File: src/rtl/pipeline_hazard_ctrl.sv
// Stall/flush sequencer for the 5-stage core: load-use, branch flush, memory freeze and halt.
// Optional macro PIPE_CTRL_PERF_EN adds saturating stall/branch-flush performance counters.
module pipeline_hazard_ctrl #(
  parameter int MEM_TIMEOUT = 16
`ifdef PIPE_CTRL_PERF_EN
  , parameter int CNT_W = 32
`endif
) (
  input  logic       i_clk,
  input  logic       i_rst_n,
  input  logic [4:0] i_id_rs1,
  input  logic [4:0] i_id_rs2,
  input  logic       i_id_uses_rs1,
  input  logic       i_id_uses_rs2,
  input  logic [4:0] i_ex_rd,
  input  logic       i_ex_mem_read,
  input  logic       i_branch_taken,
  input  logic       i_mem_req,
  input  logic       i_mem_ready,
  input  logic       i_halt_req,
  input  logic       i_resume,
  output logic       o_pc_write,
  output logic       o_if_id_write,
  output logic       o_if_id_flush,
  output logic       o_id_ex_flush,
  output logic       o_pipe_freeze,
  output logic       o_mem_wb_bubble,
  output logic       o_halted,
  output logic       o_mem_timeout
`ifdef PIPE_CTRL_PERF_EN
  , output logic [CNT_W-1:0] o_stall_cycles
  , output logic [CNT_W-1:0] o_flush_count
`endif
);

  localparam int WC_W = $clog2(MEM_TIMEOUT + 1);
  localparam logic [WC_W-1:0] WC_MAX = WC_W'(MEM_TIMEOUT);

  typedef enum logic [1:0] {RUN, MEM_WAIT, HALT} state_t;

  state_t          r_state;
  state_t          w_next_state;
  logic [WC_W-1:0] r_wait_cnt;
  logic [WC_W-1:0] w_next_cnt;
  logic            r_mem_timeout;
  logic            w_set_timeout;
  logic            w_mem_stall;
  logic            w_rs1_hit;
  logic            w_rs2_hit;
  logic            w_load_use;

  assign w_mem_stall = i_mem_req & ~i_mem_ready;
  assign w_rs1_hit   = i_id_uses_rs1 & (i_id_rs1 == i_ex_rd);
  assign w_rs2_hit   = i_id_uses_rs2 & (i_id_rs2 == i_ex_rd);
  // x0 is hardwired to zero, so a load targeting it never creates a hazard.
  assign w_load_use  = i_ex_mem_read & (i_ex_rd != 5'd0) & (w_rs1_hit | w_rs2_hit);

  always_ff @(posedge i_clk or negedge i_rst_n) begin
    if (!i_rst_n) begin
      r_state       <= RUN;
      r_wait_cnt    <= '0;
      r_mem_timeout <= 1'b0;
    end else begin
      r_state    <= w_next_state;
      r_wait_cnt <= w_next_cnt;
      if (w_set_timeout)
        r_mem_timeout <= 1'b1;
    end
  end

  always_comb begin
    w_next_state  = r_state;
    w_next_cnt    = r_wait_cnt;
    w_set_timeout = 1'b0;
    case (r_state)
      RUN: begin
        if (w_mem_stall) begin
          w_next_state = MEM_WAIT;
          w_next_cnt   = WC_W'(1);
        end else if (!w_load_use && i_halt_req) begin
          w_next_state = HALT;
        end
      end
      MEM_WAIT: begin
        if (i_mem_ready) begin
          w_next_state = RUN;
          w_next_cnt   = '0;
        end else if (r_wait_cnt == WC_MAX) begin
          w_set_timeout = 1'b1;
          w_next_state  = HALT;
          w_next_cnt    = '0;
        end else begin
          w_next_cnt = r_wait_cnt + WC_W'(1);
        end
      end
      HALT: begin
        if (i_resume)
          w_next_state = RUN;
      end
      default: begin
        w_next_state = RUN;
        w_next_cnt   = '0;
      end
    endcase
  end

  always_comb begin
    o_pc_write      = 1'b1;
    o_if_id_write   = 1'b1;
    o_if_id_flush   = 1'b0;
    o_id_ex_flush   = 1'b0;
    o_pipe_freeze   = 1'b0;
    o_mem_wb_bubble = 1'b0;
    o_halted        = 1'b0;
    case (r_state)
      RUN: begin
        if (w_mem_stall) begin
          o_pc_write      = 1'b0;
          o_if_id_write   = 1'b0;
          o_pipe_freeze   = 1'b1;
          o_mem_wb_bubble = 1'b1;
        end else if (w_load_use) begin
          o_pc_write    = 1'b0;
          o_if_id_write = 1'b0;
          o_id_ex_flush = 1'b1;
        end else if (i_halt_req) begin
          // The halting instruction itself still moves into EX.
          o_pc_write    = 1'b0;
          o_if_id_flush = 1'b1;
        end else if (i_branch_taken) begin
          o_if_id_flush = 1'b1;
        end
      end
      MEM_WAIT: begin
        if (!i_mem_ready) begin
          o_pc_write      = 1'b0;
          o_if_id_write   = 1'b0;
          o_pipe_freeze   = 1'b1;
          o_mem_wb_bubble = 1'b1;
        end
      end
      HALT: begin
        o_pc_write    = 1'b0;
        o_if_id_write = 1'b0;
        o_id_ex_flush = 1'b1;
        o_halted      = 1'b1;
      end
      default: begin
        o_pc_write    = 1'b1;
        o_if_id_write = 1'b1;
      end
    endcase
  end

  assign o_mem_timeout = r_mem_timeout;

`ifdef PIPE_CTRL_PERF_EN
  logic w_branch_flush;
  assign w_branch_flush = (r_state == RUN) & ~w_mem_stall & ~w_load_use &
                          ~i_halt_req & i_branch_taken;

  always_ff @(posedge i_clk or negedge i_rst_n) begin
    if (!i_rst_n) begin
      o_stall_cycles <= '0;
      o_flush_count  <= '0;
    end else begin
      if (!o_pc_write && (o_stall_cycles != '1))
        o_stall_cycles <= o_stall_cycles + CNT_W'(1);
      if (w_branch_flush && (o_flush_count != '1))
        o_flush_count <= o_flush_count + CNT_W'(1);
    end
  end
`endif

endmodule

File: config.mk
export PLATFORM = sky130hd
export DESIGN_NAME = pipeline_hazard_ctrl
export DESIGN_NICKNAME = d
export VERILOG_FILES = /design/src/rtl/pipeline_hazard_ctrl.sv
export SDC_FILE = /design/constraint.sdc
export NUM_CORES = 1
export LEC_CHECK = 0
export ABC_AREA = 1
export BUFFER_PORTS_ARGS = -buffer_cell sky130_fd_sc_hd__buf_4
export CAP_MARGIN = 25
export CORE_MARGIN = 1
export CORE_UTILIZATION = 49
export CTS_CLUSTER_SIZE = 20
export DETAILED_ROUTE_END_ITERATION = 7
export PLACE_DENSITY = 0.83
export SLEW_MARGIN = 5
export SYNTH_ARGS = -nofsm -noshare
export SYNTH_HDL_FRONTEND = slang
export SYNTH_SLANG_ARGS = --single-unit
File: constraint.sdc
create_clock -name i_clk -period 1.79 [get_ports i_clk]
set_input_delay 0.179 -clock i_clk [delete_from_list [all_inputs] [get_ports i_clk]]
set_output_delay 0.179 -clock i_clk [all_outputs]
set_load 0.005 [all_outputs]
==> impl_metrics.toml <==
[outcome]
outcome = "finished, final reports clean"

[min_path]
holdPathStages = 4
min_path_type = "primary input to flip-flop"
holdPathEnd = "r_state[1]$_DFFE_PN0P_"
worstHoldStart = "i_resume"

[global_routing]
track_usage = 0.2354
grt_max_degree = 9
grt_pass1_wl_um = 2649
grt.overflow.total = 0
antenna_found_initial = 0
grt_pass1_vias = 705

[placed_design]
portBuffers = 32
placed_cell_area_um2 = 996.0
place_congestion = 0.8333
hpwlAfterDp_um = 1472
pre_cts_slack_ps = 486.6

[cts]
cts_root_buf = "clkbuf_4"
cts_sinks = 8
cts_resized = 0
numCtsBuffers = 3
path_clk_slew_ps = 50
clock_path_buffers = 2
clock_latency_ps = 240
htreeDepth = 1
cts_tree = "built"

[power_and_ir_drop]
p_comb_frac = 0.559
clkPwrFrac = 0.147
cellPowerDensity_mw_per_mm2 = 882.3
pwr-share-seq = 0.293
swShare = 0.4127
intPower_uw = 532.9
irDropWorstVdd_v = 0.0006517
power_switching_uw = 374.5
p_leak_nw = 0.6207

[floorplanning]
dieArea_mm2 = 0.001679
coreArea_mm2 = 0.001350
chipWidth_um = 40.98
start_util = 0.5514
dieHeight_um = 40.98
num_rows = 13
pin_count = 33

[sta]
tightest_slew_ps = 265.0
finClkSkew_ps = 0.3868
setup_slack_ps = 208.9
maxSlewViolCount = 0
hold_violations = 0
max_clock_freq_mhz = 632.5
slew_headroom = 0.8233
timing.final.crit_period_ps = 1581
min_period_over_period = 0.8833
tns_ps = 0
rsz0062_at_grt = "false"
setup_viol = 0

[synthesis]
synth_fa_ha_area_frac = 0.03361
synthesis.area_um2 = 744.5
postSynthRegisterBits = 8
yosys.area.top_type = "dfrtp_1"
synthTopCellsByArea = "dfrtp_1 (27%), nand2_1 (21%), inv_1 (14%)"
yosys.area_share.simple = 0.4353
synth_cells = 121
synth_top_family_by_area = "simple AND/OR/NAND/NOR gates"
ys_seq_area_frac = 0.2689
synthXorXnorAreaFrac = 0.02353
synth_mux_area_frac = 0
syn_nets = 148
synth_compound_area_frac = 0.08739
yosysWarnings = 0
synth_top_cell_area_share = 0.2689
avgSynthCellArea_um2 = 6.153
yosysUniqueCellTypes = 21

[cells_and_area]
drive_above_1_share = 0.2885
insertedDiodeCount = 0
fin_nets = 185
design_area_mm2 = 0.001028
areaGrowthSynthToFinish_pct = 38.15
fillers = 116

[critical_path]
path_class = "flip-flop to primary output"
startpoint_type = "flip-flop"
end_kind = "primary output"
reg2reg_slack_ps = 520
r2r_start = "r_wait_cnt[0]$_DFFE_PN0P_"
cp.arrival_ps = 1400
r2r_cells = 8
r2r_end = "r_state[1]$_DFFE_PN0P_"
crit_required_ps = 1610
crit_path_max_fanout = 6

[detailed_routing]
vias = 806
drt-total-wl_um = 1725
ant_nets = 0
drt_iter0_markers = 7
drc = 0
dr.pass1.iters = 4
wl_per_cell_um = 10.09
viasPerCell = 4.713

[job]
maxCapViolCount = 0
-- placed cells by master (no fill, tap or decap), types with 2 or more instances in the layout --
cell type	instances
inv_1	27
dfrtp_1	8
nand4_1	3
nand3_1	5
nand2_2	3
nor2_1	13
nor2_4	2
o21ai_1	2
nand2_1	41
buf_4	32
o22ai_1	2
o21ai_0	3
xor2_1	2
clkbuf_4	3
ha_1	2
-- synth_stat cells --
cell	number
a22oi_2	1
buf_4	1
dfrtp_1	8
ha_1	2
inv_1	27
inv_2	1
nand2_1	41
nand2_2	3
nand3_1	5
nand3_2	1
nand4_1	3
nor2_1	13
nor2_2	1
nor2_4	2
nor2_8	1
o211ai_1	1
o21ai_0	3
o21ai_1	2
o21bai_1	1
o22ai_1	2
xor2_1	2
-- critical path, cell delays in order, from the launching register on --
cell and delay, ps:
dfrtp_1 460, nor2_2 150, nand2_2 80, inv_2 110
nand2_1 100, o21ai_1 120, buf_4 120
-- repair_timing --
item / CTS / global route
hold endpoints to repair: 8 / 0
setup buffers: 0 / 0
hold buffers: 1 / 0
setup endpoints to repair: 0 / 0
-- through the flow --
| step | hold slack (ps) | power [mW] | std cells | utilization |
|---|---|---|---|---|
| 2_1_floorplan | -116.6 | 0.5796 | 121 | - |
| 3_3_place_gp | 1.637 | 0.7606 | 167 | 0.7377 |
| 3_5_place_dp | 3.580 | 0.7777 | 167 | 0.7377 |
| 4_1_cts | 172.2 | 0.9224 | 171 | 0.7618 |
| 5_1_grt | 193.0 | 0.9991 | 171 | 0.7618 |
| 6_report | 178.2 | 0.9074 | 171 | 0.7618 |
-- state kept, by name (all words and copies together), names as in the netlist --
signal	cells
r_wait_cnt	5
o_mem_timeout	1
r_state	2
-- layout make-up --
cell class	instances	area [um2]	area share
Multi-Input combinational cell	84	431.7	0.4197
Timing Repair Buffer	33	250.2	0.2433
Sequential cell	8	200.2	0.1946
Inverter	28	105.1	0.1022
Clock buffer	3	22.52	0.02190
Tap cell	15	18.77	0.01825
-- worst max path at each step --
stage	endpoint	start	cells past startpoint	slack, ps
global placement	o_pc_write	r_state[0]$_DFFE_PN0P_	6	510
detailed placement	o_pc_write	r_state[0]$_DFFE_PN0P_	6	490
CTS	o_pc_write	r_state[0]$_DFFE_PN0P_	6	210
floorplan	o_pc_write	r_state[0]$_DFFE_PN0P_	5	640
global route	o_pc_write	r_state[0]$_DFFE_PN0P_	6	80
finish	o_pc_write	r_state[0]$_DFFE_PN0P_	6	210
-- logic make-up after synthesis --
family	after synthesis
flops	8
xor+xnor	2
compound gates	10
buf+inv	29
fa+ha+maj	2
simple gates	70
-- metal layers --
metal,track usage,wire length (um),up-vias
met4,0.008333,0,0
met1,0.2796,800,351
met2,0.4258,833,22
met5,0,0,-
li1,-,-,433
met3,0.07609,91,0
-- power groups by stage --
| stage | Clock [mW] | Combinational (mW) | Sequential (mW) |
|---|---|---|---|
| after CTS | 0.141 | 0.514 | 0.267 |
| after detailed placement | 0 | 0.507 | 0.270 |
| after global placement | 0 | 0.494 | 0.266 |
| final | 0.134 | 0.508 | 0.266 |
| after global routing | 0.151 | 0.572 | 0.276 |
| after floorplan | 0 | 0.320 | 0.260 |
Note: power is estimated with default switching activity, not from simulation.
